--- src/rtl/beep_pkg.sv ---
// Shared types and defaults for the key-triggered buzzer sequencer.
package beep_pkg;

   localparam int BEEP_ON_CYC_DEF    = 5_000_000;
   localparam int BEEP_OFF_CYC_DEF   = 5_000_000;
   localparam int BEEP_TONE_HALF_DEF = 12_500;
   localparam int BEEP_NUM_W         = 3;

   typedef enum logic [1:0] {
      IDLE = 2'd0,
      ON   = 2'd1,
      OFF  = 2'd2
   } beep_state_t;

   // Timer only ever holds max-1, so clog2(max) bits suffice; never below 1 bit.
   function automatic int beep_tmr_w(input int a, input int b);
      int m;
      int w;
      m = (a > b) ? a : b;
      w = $clog2(m);
      return (w < 1) ? 1 : w;
   endfunction

endpackage

--- src/rtl/beep_tone_gen.sv ---
// Square-wave divider for a passive buzzer: toggles every TONE_HALF cycles while enabled.
// Restart forces the high phase with a fresh count; disabled holds the output low.
module beep_tone_gen
   import beep_pkg::*;
#(
   parameter int TONE_HALF = BEEP_TONE_HALF_DEF
) (
   input  logic sys_clk,
   input  logic sys_rst,
   input  logic en,
   input  logic restart,
   output logic tone
);

   localparam int CNT_W = (TONE_HALF > 1) ? $clog2(TONE_HALF) : 1;
   localparam logic [CNT_W-1:0] CNT_LAST = CNT_W'(TONE_HALF - 1);

   logic [CNT_W-1:0] r_cnt;
   logic             r_tone;

   always_ff @(posedge sys_clk) begin
      if (sys_rst) begin
         r_cnt  <= '0;
         r_tone <= 1'b0;
      end else if (restart) begin
         r_cnt  <= '0;
         r_tone <= 1'b1;
      end else if (en) begin
         if (r_cnt == CNT_LAST) begin
            r_cnt  <= '0;
            r_tone <= ~r_tone;
         end else begin
            r_cnt <= r_cnt + 1'b1;
         end
      end else begin
         r_cnt  <= '0;
         r_tone <= 1'b0;
      end
   end

   assign tone = r_tone;

endmodule

--- src/rtl/beep_seq_ctrl.sv ---
// Per key press, plays a burst of beep_num beeps (ON_CYC on, OFF_CYC gap); presses during a burst are dropped.
// Define BEEP_TONE_EN to drive a TONE_HALF square wave during ON instead of a steady level.
module beep_seq_ctrl
   import beep_pkg::*;
#(
   parameter int   ON_CYC      = BEEP_ON_CYC_DEF,
   parameter int   OFF_CYC     = BEEP_OFF_CYC_DEF,
   parameter int   TONE_HALF   = BEEP_TONE_HALF_DEF,
   parameter logic BEEP_ACTIVE = 1'b1
) (
   input  logic                  sys_clk,
   input  logic                  sys_rst,
   input  logic                  key_flag,
   input  logic                  key_value,
   input  logic [BEEP_NUM_W-1:0] beep_num,
   output logic                  beep,
   output logic                  busy,
   output logic                  done
);

   localparam int TMR_W = beep_tmr_w(ON_CYC, OFF_CYC);
   localparam logic [TMR_W-1:0] ON_LD  = TMR_W'(ON_CYC - 1);
   localparam logic [TMR_W-1:0] OFF_LD = TMR_W'(OFF_CYC - 1);

   if (ON_CYC < 1 || OFF_CYC < 1 || TONE_HALF < 1) begin : g_param_chk
      $error("beep_seq_ctrl: ON_CYC, OFF_CYC and TONE_HALF must all be >= 1");
   end

   beep_state_t           r_state;
   beep_state_t           w_state_nxt;
   logic [TMR_W-1:0]      r_tmr;
   logic [TMR_W-1:0]      w_tmr_nxt;
   logic [BEEP_NUM_W-1:0] r_rem;
   logic [BEEP_NUM_W-1:0] w_rem_nxt;
   logic                  w_done_nxt;
   logic                  w_press;
   logic                  r_busy;
   logic                  r_done;

   assign w_press = key_flag & ~key_value;

   always_comb begin
      w_state_nxt = r_state;
      w_tmr_nxt   = r_tmr;
      w_rem_nxt   = r_rem;
      w_done_nxt  = 1'b0;
      case (r_state)
         IDLE: begin
            if (w_press && (beep_num != '0)) begin
               w_state_nxt = ON;
               w_tmr_nxt   = ON_LD;
               w_rem_nxt   = beep_num;
            end
         end
         ON: begin
            if (r_tmr == '0) begin
               if (r_rem == BEEP_NUM_W'(1)) begin
                  w_state_nxt = IDLE;
                  w_done_nxt  = 1'b1;
               end else begin
                  w_state_nxt = OFF;
                  w_tmr_nxt   = OFF_LD;
                  w_rem_nxt   = r_rem - 1'b1;
               end
            end else begin
               w_tmr_nxt = r_tmr - 1'b1;
            end
         end
         OFF: begin
            if (r_tmr == '0) begin
               w_state_nxt = ON;
               w_tmr_nxt   = ON_LD;
            end else begin
               w_tmr_nxt = r_tmr - 1'b1;
            end
         end
         default: begin
            w_state_nxt = IDLE;
         end
      endcase
   end

   // Outputs are registered from next-state so they line up with the state they describe.
   always_ff @(posedge sys_clk) begin
      if (sys_rst) begin
         r_state <= IDLE;
         r_tmr   <= '0;
         r_rem   <= '0;
         r_busy  <= 1'b0;
         r_done  <= 1'b0;
      end else begin
         r_state <= w_state_nxt;
         r_tmr   <= w_tmr_nxt;
         r_rem   <= w_rem_nxt;
         r_busy  <= (w_state_nxt != IDLE);
         r_done  <= w_done_nxt;
      end
   end

   assign busy = r_busy;
   assign done = r_done;

`ifdef BEEP_TONE_EN
   logic w_tone;
   logic w_tone_en;
   logic w_tone_restart;

   assign w_tone_en      = (w_state_nxt == ON);
   assign w_tone_restart = (w_state_nxt == ON) && (r_state != ON);

   beep_tone_gen #(
      .TONE_HALF (TONE_HALF)
   ) u_tone_gen (
      .sys_clk (sys_clk),
      .sys_rst (sys_rst),
      .en      (w_tone_en),
      .restart (w_tone_restart),
      .tone    (w_tone)
   );

   assign beep = w_tone ? BEEP_ACTIVE : ~BEEP_ACTIVE;
`else
   logic r_beep;

   always_ff @(posedge sys_clk) begin
      if (sys_rst) begin
         r_beep <= ~BEEP_ACTIVE;
      end else begin
         r_beep <= (w_state_nxt == ON) ? BEEP_ACTIVE : ~BEEP_ACTIVE;
      end
   end

   assign beep = r_beep;
`endif

endmodule

--- config.mk ---
export PLATFORM = sky130hd
export DESIGN_NAME = beep_seq_ctrl
export DESIGN_NICKNAME = d
export VERILOG_FILES = /design/src/rtl/beep_pkg.sv /design/src/rtl/beep_tone_gen.sv /design/src/rtl/beep_seq_ctrl.sv
export SDC_FILE = /design/constraint.sdc
export NUM_CORES = 1
export LEC_CHECK = 0
export CAP_MARGIN = 20
export CELL_PAD_IN_SITES_DETAIL_PLACEMENT = 0
export CELL_PAD_IN_SITES_GLOBAL_PLACEMENT = 2
export CORE_UTILIZATION = 33
export CTS_CLUSTER_SIZE = 25
export DETAILED_ROUTE_END_ITERATION = 12
export GPL_TIMING_DRIVEN = 1
export PLACE_DENSITY_LB_ADDON = 0.15
export REMOVE_ABC_BUFFERS = 1
export SLEW_MARGIN = 10
export SYNTH_ARGS = -nofsm -noshare
export SYNTH_HDL_FRONTEND = slang
export SYNTH_SLANG_ARGS = --single-unit
--- constraint.sdc ---
create_clock -name sys_clk -period 2.11 [get_ports sys_clk]
set_input_delay 0.211 -clock sys_clk [delete_from_list [all_inputs] [get_ports sys_clk]]
set_output_delay 0.211 -clock sys_clk [all_outputs]
set_load 0.01 [all_outputs]
# == Yosys cells after proc, flatten, opt, wreduce, memory -nomap -nowiden ==
# Index checks and enable logic that the tools add are counted.
# totals
regBits,31
output_inout_bits,3
word_cells,46
in_bits,7
# classes
mux,16
n_eq_ne,8
n_reduce_logical,10
add_sub_neg,2
bitwise,4
# ops
cell,n
$mux 23,4
$pmux 23 s3,1
$logic_not 23->1,1
$sub 23x1->23 const B,1
$mux 3,3
$mux 2,4
$ne 2x2->1 const B,3
$pmux 2 s3,1
$pmux 3 s2,1
$reduce_bool 3->1,2
$eq 2x1->1 const B,2
$reduce_and 4->1,1
$reduce_bool 2->1,2
$eq 3x1->1 const B,1
$ne 3x3->1 const B,1
$not 1->1,3
$reduce_and 3->1,1
$reduce_or 3->1,1
$sub 3x1->3 const B,1
$eq 2x2->1 const B,1
$logic_not 2->1,1
$mux 1,2
$and 1x1->1,1
$logic_and 1x1->1,1

# == Logic depth before layout (Yosys ltp) ==
# Gate-level depths: netlist of the first run.
# depth
word_depth,7
ltp_mapped,8
mapped_depth_nobuf,7

# == Least setup slack after synthesis of the first run ==
# No wires, ideal clock.
# synth_path
path_type,register -> register
start,register r_tmr[0]
end,register r_tmr[18]
stages_incl_launch_ff,9
synth_period_minus_slack_ns,2.078
path_buffers,1
required_time_ns,1.995
path_slack_ns,0.032
setup_time_ns,0.115
arrival_ns,1.964
cell_sequence,dfxtp_1 -> inv_1 -> ha_1 -> nor4b_1 -> nand4_1 -> o31ai_2 -> buf_4 -> a21oi_1 -> o21a_1
# synth_via
elab_chain_len,3
elab_cells_between_ends,7
classes_between,add/sub: 1; eq/ne: 1; mux: 3; reduce/logical: 2
# synth_lines
element,line,source
from (decl),beep_seq_ctrl.sv:31,logic [TMR_W-1:0] r_tmr;
from (signal assigned),beep_seq_ctrl.sv:93,r_tmr <= w_tmr_nxt;
$sub 23x1->23 or $logic_not 23->1 (tied branches),n/a,
"$mux 23, or another cell as far along",beep_seq_ctrl.sv:70,if (r_tmr == '0) begin
$pmux 23 s3 or $reduce_and 3->1 (tied branches),n/a,
# Parallel ways exist; a longest one is shown, timed or not.
# A chain may end at the register's enable or synchronous reset.

# == Worst setup path in the final report of the first run ==
# layout_path
start,register r_tmr[6]
end,register r_beep (netlist: beep)
# layout_via
elab_chain_len,5
elab_cells_between_ends,6
classes_between,eq/ne: 1; mux: 4; reduce/logical: 1
# layout_lines
element,line,source
$logic_not 23->1 *,"beep_seq_ctrl.sv:56, beep_seq_ctrl.sv:70",
$mux 2 (on tied branches),"beep_seq_ctrl.sv:70, beep_seq_ctrl.sv:56",
$pmux 2 s3 *,beep_seq_ctrl.sv:47,case (r_state)
$eq 2x1->1 *,beep_seq_ctrl.sv:129,r_beep <= (w_state_nxt == ON) ? BEEP_ACTIVE : ~BEEP_ACTIVE;
$mux 1 *,beep_seq_ctrl.sv:129,
to (signal assigned),beep_seq_ctrl.sv:127,r_beep <= ~BEEP_ACTIVE;
to (signal assigned),beep_seq_ctrl.sv:129,
to (decl),beep_seq_ctrl.sv:123,logic r_beep;
# Mark *: on every way between the ends. The rest lies on a longest branch, timed or not.

==> Flow_metrics.wiki, run 1 <==
{| class="wikitable"
! Metric !! Value
|-
| Ordered list of cells on the worst path || or4_4, nor4_4, nand3_1, a311o_1, buf_4, nor2_1
|-
| Vias in the first global route || 2065
|-
| Number of diodes || 0
|-
| Global-route usage over all layers || 0.205
|-
| Syn. warnings || 0
|-
| Status || completed
|-
| Largest delay share family, worst path || simple AND/OR/NAND/NOR gates
|-
| Highest metal layer with signal wires || met4
|-
| Port Buffer Count || 9
|-
| Placed Area || 2570 µm²
|-
| Placed Cells incl. Taps || 373
|-
| Detailed-routed wire length on met3 || 260 µm
|-
| Floorplan core area || 5640 µm²
|-
| Post-layout instance area || 2860 µm²
|-
| Type of the worst min-delay path || reg2reg
|-
| Crit path buf inv count || 1
|-
| Via count || 2084
|-
| Cell count after synthesis || 240
|-
| Average routed wire per standard cell || 15.6 µm
|-
| FP Rows || 27
|-
| Async SR Flop Fraction || 0
|-
| Growth of design area from synthesis to finish || 44.5%
|-
| CTS max path bufs || 2
|-
| Critical path's slowest cell || sky130_fd_sc_hd__or4_4
|-
| FF-to-FF path depth || 6
|-
| Worst R2R Start || r_tmr[6]$_SDFFE_PP0P_
|-
| Global-route wire length before repair || 9960 µm
|-
| Top-area cell type share of the netlist area || 0.314
|-
| Largest net degree at the start of global routing || 19
|-
| Largest vdd supply drop || 0.000318 V
|-
| Req. time, crit path || 2.33 ns
|-
| Via/cell ratio || 5.46
|-
| Clock root buffer || sky130_fd_sc_hd__clkbuf_8
|-
| Number of routed nets with antenna violations || 0
|-
| Critical path fanouts, max || 4
|-
| Number of max-slew violations in the final report || 0
|-
| Headroom to the max-slew limit || 0.748
|-
| I/O pin total || 10
|-
| H-tree levels || 2
|-
| Setup skew after layout || 0.00514 ns
|-
| Number of synthesized flops with an enable pin || 0
|-
| Number of hold violations in the final report || 0
|-
| Clock period minus final worst setup slack || 2.07 ns
|-
| Netlist area before placement || 1980 µm²
|-
| Most common cell after layout, fill and taps aside || sky130_fd_sc_hd__buf_4
|-
| TritonCTS Sinks || 31
|-
| Period utilization || 0.979
|-
| End point of the most critical hold path || r_rem[1]$_SDFFE_PP0P_
|-
| Setup crit end kind || register
|-
| Initial core utilization || 0.351
|-
| First DRT Iteration DRCs || 108
|-
| Count of cell types in the netlist || 62
|-
| Critical register-to-register path endpoint || beep$_SDFF_PP0_
|-
| Critical path start-end classification || reg2reg
|-
| DPL Wire Length || 4520 µm
|-
| Count of final setup violators || 0
|-
| Clk slew on worst S/H paths || 0.07 ns
|-
| Remaining global-route overflow || 0
|-
| Worst endpoint data arrival time || 2.29 ns
|-
| Post-route non-filler standard cell count || 382
|-
| Worst Tran Pin Value || 0.374 ns
|-
| Overall routed net length || 5970 µm
|-
| Min-Delay Path Depth || 2
|-
| Total of flip-flops plus latches after synthesis || 31
|-
| Cts-stage hold buffer count || 0
|-
| Largest incremental delay on the critical path || 0.58 ns
|-
| Leakage power total || 1.11 nW
|-
| Setup Total Neg Slack || 0 ns
|-
| Initial antenna violation count || 0
|-
| Chip height || 79.4 µm
|-
| Leading area contributor after synthesis || sky130_fd_sc_hd__dfxtp_1
|-
| RSZ-0062 raised after global routing || yes
|-
| Kind of start point of the critical path || register
|-
| Most frequently used flop master after synthesis || sky130_fd_sc_hd__dfxtp_1
|-
| Areal power density over the cells || 717 nW/µm²
|-
| Number of buffers created by CTS || 5
|-
| Wl on met1 || 2760 µm
|-
| Fraction of layout instances using a drive strength above 1 || 0.361
|-
| Die X || 79.4 µm
|-
| Synthesized area divided by synthesized cell count || 8.24 µm²
|-
| Clock tree from TritonCTS || done
|-
| GPL Wtd Cong || 0.826
|-
| Beginning of the worst hold path || r_rem[1]$_SDFFE_PP0P_
|-
| Worst-case register-to-register setup slack || 0.04 ns
|-
| Total Die Area || 6310 µm²
|-
| Routed wl met2 || 2850 µm
|-
| Pre-Repair DR Iteration Count || 4
|-
| Number of nets in the layout || 325
|-
| Commonest cells after routing, fill and taps aside || sky130_fd_sc_hd__buf_4, sky130_fd_sc_hd__dfxtp_1, sky130_fd_sc_hd__nor2_1, sky130_fd_sc_hd__a21oi_1, sky130_fd_sc_hd__inv_1
|-
| Share of the yosys chip area belonging to registers || 0.314
|-
| Worst path depth || 6
|-
| Number of violations of the max-capacitance limit || 0
|-
| Achievable clock frequency || 484 MHz
|-
| Biggest area contributors in the synthesized netlist || sky130_fd_sc_hd__dfxtp_1, sky130_fd_sc_hd__ha_1, sky130_fd_sc_hd__a21oi_1
|-
| Clk_lat worst skew || 0.28 ns
|-
| Power consumption || 2.05 mW
|-
| DRC violation count after routing || 0
|}
-- repair_timing --
action / in CTS / in global routing
setup buffers: 0 / 1
gates resized for setup: 2 / 39
hold endpoints to repair: 0 / 0
setup endpoints to repair: 22 / 30
gates cloned: 0 / 1
pin swaps: 1 / 10
-- cells by family after synthesis --
family,count (synthesis),share of synthesized area
AND/OR/NAND/NOR,95,0.278
AO/OA/AOI/OAI,78,0.281
flip-flops,31,0.314
buffers and inverters,26,0.0670
adder cells (fa/ha/maj),8,0.0506
XOR/XNOR,1,0.00443
multiplexers,1,0.00506
-- worst max-delay path by stage --
stage	slack, ns	end	from
after global routing	-0.1	r_tmr[13]$_SDFFE_PP0P_	r_tmr[0]$_SDFFE_PP0P_
after CTS	-0.07	r_tmr[22]$_SDFFE_PP0P_	r_state[0]$_SDFF_PP0_
final	0.04	beep$_SDFF_PP0_	r_tmr[6]$_SDFFE_PP0P_
after global placement	-0.13	r_tmr[3]$_SDFFE_PP0P_	beep_num[1]
after detailed placement	-0.13	r_tmr[3]$_SDFFE_PP0P_	beep_num[1]
after floorplan	-0.40	r_tmr[18]$_SDFFE_PP0P_	r_state[0]$_SDFF_PP0_
-- power by group --
part | total [mW] | internal, mW | switching (mW) | leakage [nW]
Sequential | 0.676 | 0.636 | 0.0400 | 0.255
Clock | 0.481 | 0.256 | 0.225 | 0.0470
Combinational | 0.891 | 0.429 | 0.462 | 0.809
-- worst reg2reg max path, stage by stage (launching register included) --
cell and delay [ns]:
sky130_fd_sc_hd__dfxtp_2 0.32, sky130_fd_sc_hd__or4_4 0.58, sky130_fd_sc_hd__nor4_4 0.40, sky130_fd_sc_hd__nand3_1 0.12, sky130_fd_sc_hd__a311o_1 0.38, sky130_fd_sc_hd__buf_4 0.14
sky130_fd_sc_hd__nor2_1 0.07
-- routing by layer --
metal	vias up	track usage
met4	0	0.0691
met2	48	0.354
met3	10	0.0343
met1	967	0.255
met5	-	0
li1	1059	-
-- area by class of cell --
| cell class | count | area [µm²] |
|---|---|---|
| flip-flops and latches | 31 | 624 |
| fillers | 548 | 2780 |
| repair buffers | 77 | 613 |
| well taps | 72 | 90.1 |
| multi-input cells | 183 | 1400 |
| inverters | 12 | 45.0 |
| clock inverters | 1 | 5.00 |
| clock buffers | 6 | 82.6 |
-- flip-flops by register name, indices dropped and copies added (netlist names) --
signal	flops
beep	1
busy	1
done	1
r_rem	3
r_state	2
r_tmr	23
-- cell usage after synthesis (all sizes together) (4+ instances only) --
master,count
a211oi,6
a21oi,16
a31oi,9
buf,4
clkbuf,9
dfxtp,31
ha,8
inv,12
nand2,12
nand3,10
nand4,5
nor2,20
nor3,7
nor4,10
o21a,9
o21ai,9
or4,6
-- per-stage QoR --
step	utilization	hold WS [ns]	worst slack (ns)
6_report	0.507	0.484	0.0441
5_1_grt	0.507	0.533	-0.0966
4_1_cts	0.473	0.483	-0.0670
3_5_place_dp	0.455	0.474	-0.131
3_3_place_gp	0.455	0.462	-0.132
2_1_floorplan	-	0.280	-0.402
(Power assumes the default switching activity.)
==> run 2, diff against run 1 <==
--- a/config.mk
+++ b/config.mk
@@ -5,8 +5,9 @@
 export SDC_FILE = /design/constraint.sdc
 export NUM_CORES = 1
 export LEC_CHECK = 0
+export ABC_CLOCK_PERIOD_IN_PS = 2110
 export CAP_MARGIN = 20
-export CELL_PAD_IN_SITES_DETAIL_PLACEMENT = 0
+export CELL_PAD_IN_SITES_DETAIL_PLACEMENT = 1
 export CELL_PAD_IN_SITES_GLOBAL_PLACEMENT = 2
 export CORE_UTILIZATION = 33
 export CTS_CLUSTER_SIZE = 25
==> run 2 against run 1 <==
Effect of this change: first-iteration DRC count is 30% lower; final cell count grew 0.79%; critical path type unchanged; sequential power hardly changed; cell area is 3.2% higher; critical path depth grew 4; combinational power is 7.7% higher; worst setup slack got worse by 0.0057 ns; sequential cell count unchanged; clock skew increased by 0.00075 ns; highest routed layer unchanged.
==> Flow_metrics.wiki, run 2 (synthesis gave the netlist of run 1 again) <==
{| class="wikitable"
! Metric !! Value
|-
| Kind of start point of the critical path || register
|-
| Overall routed net length || 7010 µm (+17%)
|-
| Remaining global-route overflow || 0 (unchanged)
|-
| Clk_lat worst skew || 0.29 ns (about the same)
|-
| First DRT Iteration DRCs || 76 (-30%)
|-
| Initial antenna violation count || 0 (unchanged)
|-
| Largest incremental delay on the critical path || 0.34 ns (-0.24 ns)
|-
| Most numerous cell on the critical path || sky130_fd_sc_hd__buf_4
|-
| Worst path depth || 10 (+4)
|-
| Growth of design area from synthesis to finish || 49.0%
|-
| Global-route usage over all layers || 0.227 (+0.0225)
|-
| Count of final setup violators || 0 (unchanged)
|-
| Critical path's slowest cell || sky130_fd_sc_hd__dfxtp_2
|-
| Worst endpoint data arrival time || 2.26 ns (-0.03 ns)
|-
| Number of hold violations in the final report || 0 (unchanged)
|-
| Number of buffers created by CTS || 5 (unchanged)
|-
| I/O pin total || 10 (unchanged)
|-
| Port Buffer Count || 9 (unchanged)
|-
| Req. time, crit path || 2.30 ns (-0.03 ns)
|-
| Chip height || 79.4 µm (unchanged)
|-
| Via count || 2211 (+6.1%)
|-
| Post-route non-filler standard cell count || 385 (+0.79%)
|-
| Clock root buffer || sky130_fd_sc_hd__clkbuf_8
|-
| Register with the most flip-flops || r_tmr
|-
| Die X || 79.4 µm (unchanged)
|-
| Post-layout instance area || 2950 µm² (+3.2%)
|-
| Beginning of the worst hold path || r_rem[1]$_SDFFE_PP0P_
|-
| Period utilization || 0.982 (+0.00271)
|-
| Headroom to the max-slew limit || 0.721 (-0.0271)
|-
| Critical register-to-register path endpoint || r_tmr[3]$_SDFFE_PP0P_
|-
| Power consumption || 2.26 mW (+10%)
|-
| Worst-case register-to-register setup slack || 0.04 ns (about the same)
|-
| Commonest cells after routing, fill and taps aside || sky130_fd_sc_hd__buf_4, sky130_fd_sc_hd__dfxtp_1, sky130_fd_sc_hd__nor2_1, sky130_fd_sc_hd__a21oi_1, sky130_fd_sc_hd__nand2_1
|-
| Average routed wire per standard cell || 18.2 µm (+17%)
|-
| FF-to-FF path depth || 10 (+4)
|-
| Final core occ || 0.523 (+0.0160)
|-
| FP Rows || 27 (unchanged)
|-
| Global-route wire length before repair || 11000 µm (+10%)
|-
| RSZ-0062 raised after global routing || yes
|-
| Areal power density over the cells || 766 nW/µm² (+6.9%)
|-
| Setup crit end kind || register
|-
| Total Die Area || 6310 µm² (unchanged)
|-
| Number of diodes || 0 (unchanged)
|-
| Worst Tran Pin Value || 0.415 ns (+0.0408 ns)
|-
| DPL Wire Length || 5150 µm (+14%)
|-
| Largest net degree at the start of global routing || 19 (unchanged)
|-
| Clk slew on worst S/H paths || 0.07 ns (about the same)
|-
| TritonCTS Sinks || 31 (unchanged)
|-
| Filler Cells Inserted || 664 (+21%)
|-
| Top flop regs || r_tmr x23, r_rem x3, r_state x2
|-
| End point of the most critical hold path || r_rem[1]$_SDFFE_PP0P_
|-
| Min-Delay Path Depth || 2 (unchanged)
|-
| Clock period minus final worst setup slack || 2.07 ns (+0.00572 ns)
|-
| Placed Area || 2570 µm² (unchanged)
|-
| Ordered list of cells on the worst path || inv_1, buf_4, ha_1, nor3_4, a2111oi_4, buf_4, a21boi_4, buf_6, and3_1, nor4_1
|-
| Setup skew after layout || 0.00589 ns (+0.000750 ns)
|-
| Number of routed nets with antenna violations || 0 (unchanged)
|-
| Type of the worst min-delay path || reg2reg
|-
| Number of nets in the layout || 327 (+0.62%)
|-
| Critical path fanouts, max || 6 (+2)
|-
| Via/cell ratio || 5.74 (+5.3%)
|-
| Flip-flop count of the largest register, all copies and words added || 23 (unchanged)
|-
| Clock tree from TritonCTS || done
|-
| Achievable clock frequency || 483 MHz (-0.28%)
|-
| Most common cell after layout, fill and taps aside || sky130_fd_sc_hd__buf_4
|-
| H-tree levels || 2 (unchanged)
|-
| DRC violation count after routing || 0 (unchanged)
|-
| Cts-stage hold buffer count || 0 (unchanged)
|-
| Number of max-slew violations in the final report || 0 (unchanged)
|-
| Largest vdd supply drop || 0.000478 V (+51%)
|-
| Vias in the first global route || 2282 (+11%)
|-
| Worst R2R Start || r_state[0]$_SDFF_PP0_
|-
| Start point of the critical path || r_state[0]$_SDFF_PP0_
|-
| Crit path buf inv count || 4 (+3)
|-
| CTS max path bufs || 2 (unchanged)
|-
| Status || completed
|-
| Hold Worst Slack || 0.475 ns (-0.00957 ns)
|-
| Leakage power total || 1.14 nW (+3.0%)
|-
| Placed Cells incl. Taps || 373 (unchanged)
|-
| Initial core utilization || 0.351 (unchanged)
|-
| Number of violations of the max-capacitance limit || 0 (unchanged)
|-
| Pre-Repair DR Iteration Count || 4 (unchanged)
|-
| Largest delay share family, worst path || simple AND/OR/NAND/NOR gates
|-
| GPL Wtd Cong || 0.826 (unchanged)
|-
| Floorplan core area || 5640 µm² (unchanged)
|-
| Fraction of layout instances using a drive strength above 1 || 0.393 (+0.0317)
|-
| Critical path start-end classification || reg2reg
|}
[run 2: what timing repair did]
item	in CTS	in global routing
resized for setup	11	46
hold endpoints to repair	0	0
pin swaps	2	14
buffers inserted	0	3
gates cloned	1	0
endpoints found under the setup margin	24	26
[run 2: power breakdown]
group	internal [mW]	switching, mW	total [mW]
clock	0.382	0.237	0.619
sequential	0.636	0.0430	0.679
combinational	0.453	0.507	0.960
total	1.47	0.787	2.26
[run 2: routing by layer]
metal,GRT usage,wire [µm]
met1,0.261,3080
met2,0.404,3540
met3,0.0469,204
met4,0.0945,187
met5,0,0
[run 2: layout make-up]
type | instances | area [µm²] | area share
timing repair buffer | 79 | 646 | 0.219
sequential | 31 | 627 | 0.213
multi-input combinational | 183 | 1420 | 0.483
tap | 72 | 90.1 | 0.0306
clock buffer | 6 | 82.6 | 0.0280
inverter | 12 | 45.0 | 0.0153
clock inverter | 2 | 35.0 | 0.0119
[run 2: stage by stage]
step                setup slack (ns)  setup TNS, ns
finish                        0.0384              0
global route                 -0.0448         -0.249
CTS                         -0.00865       -0.00865
detailed placement            -0.217          -1.38
global placement              -0.132          -1.19
floorplan                     -0.402          -6.96
[run 2: worst max-delay path by stage]
stage | end | slack [ns]
after floorplan | r_tmr[18]$_SDFFE_PP0P_ | -0.40
after CTS | r_tmr[3]$_SDFFE_PP0P_ | -0.009
final | r_tmr[3]$_SDFFE_PP0P_ | 0.04
after global placement | r_tmr[3]$_SDFFE_PP0P_ | -0.13
after global routing | r_tmr[20]$_SDFFE_PP0P_ | -0.04
after detailed placement | r_tmr[3]$_SDFFE_PP0P_ | -0.22
[run 2: worst min-delay path, cell delays in order (launching register included)]
cell	delay [ns]
sky130_fd_sc_hd__dfxtp_1	0.31
sky130_fd_sc_hd__nand2b_1	0.06
sky130_fd_sc_hd__mux2i_1	0.06
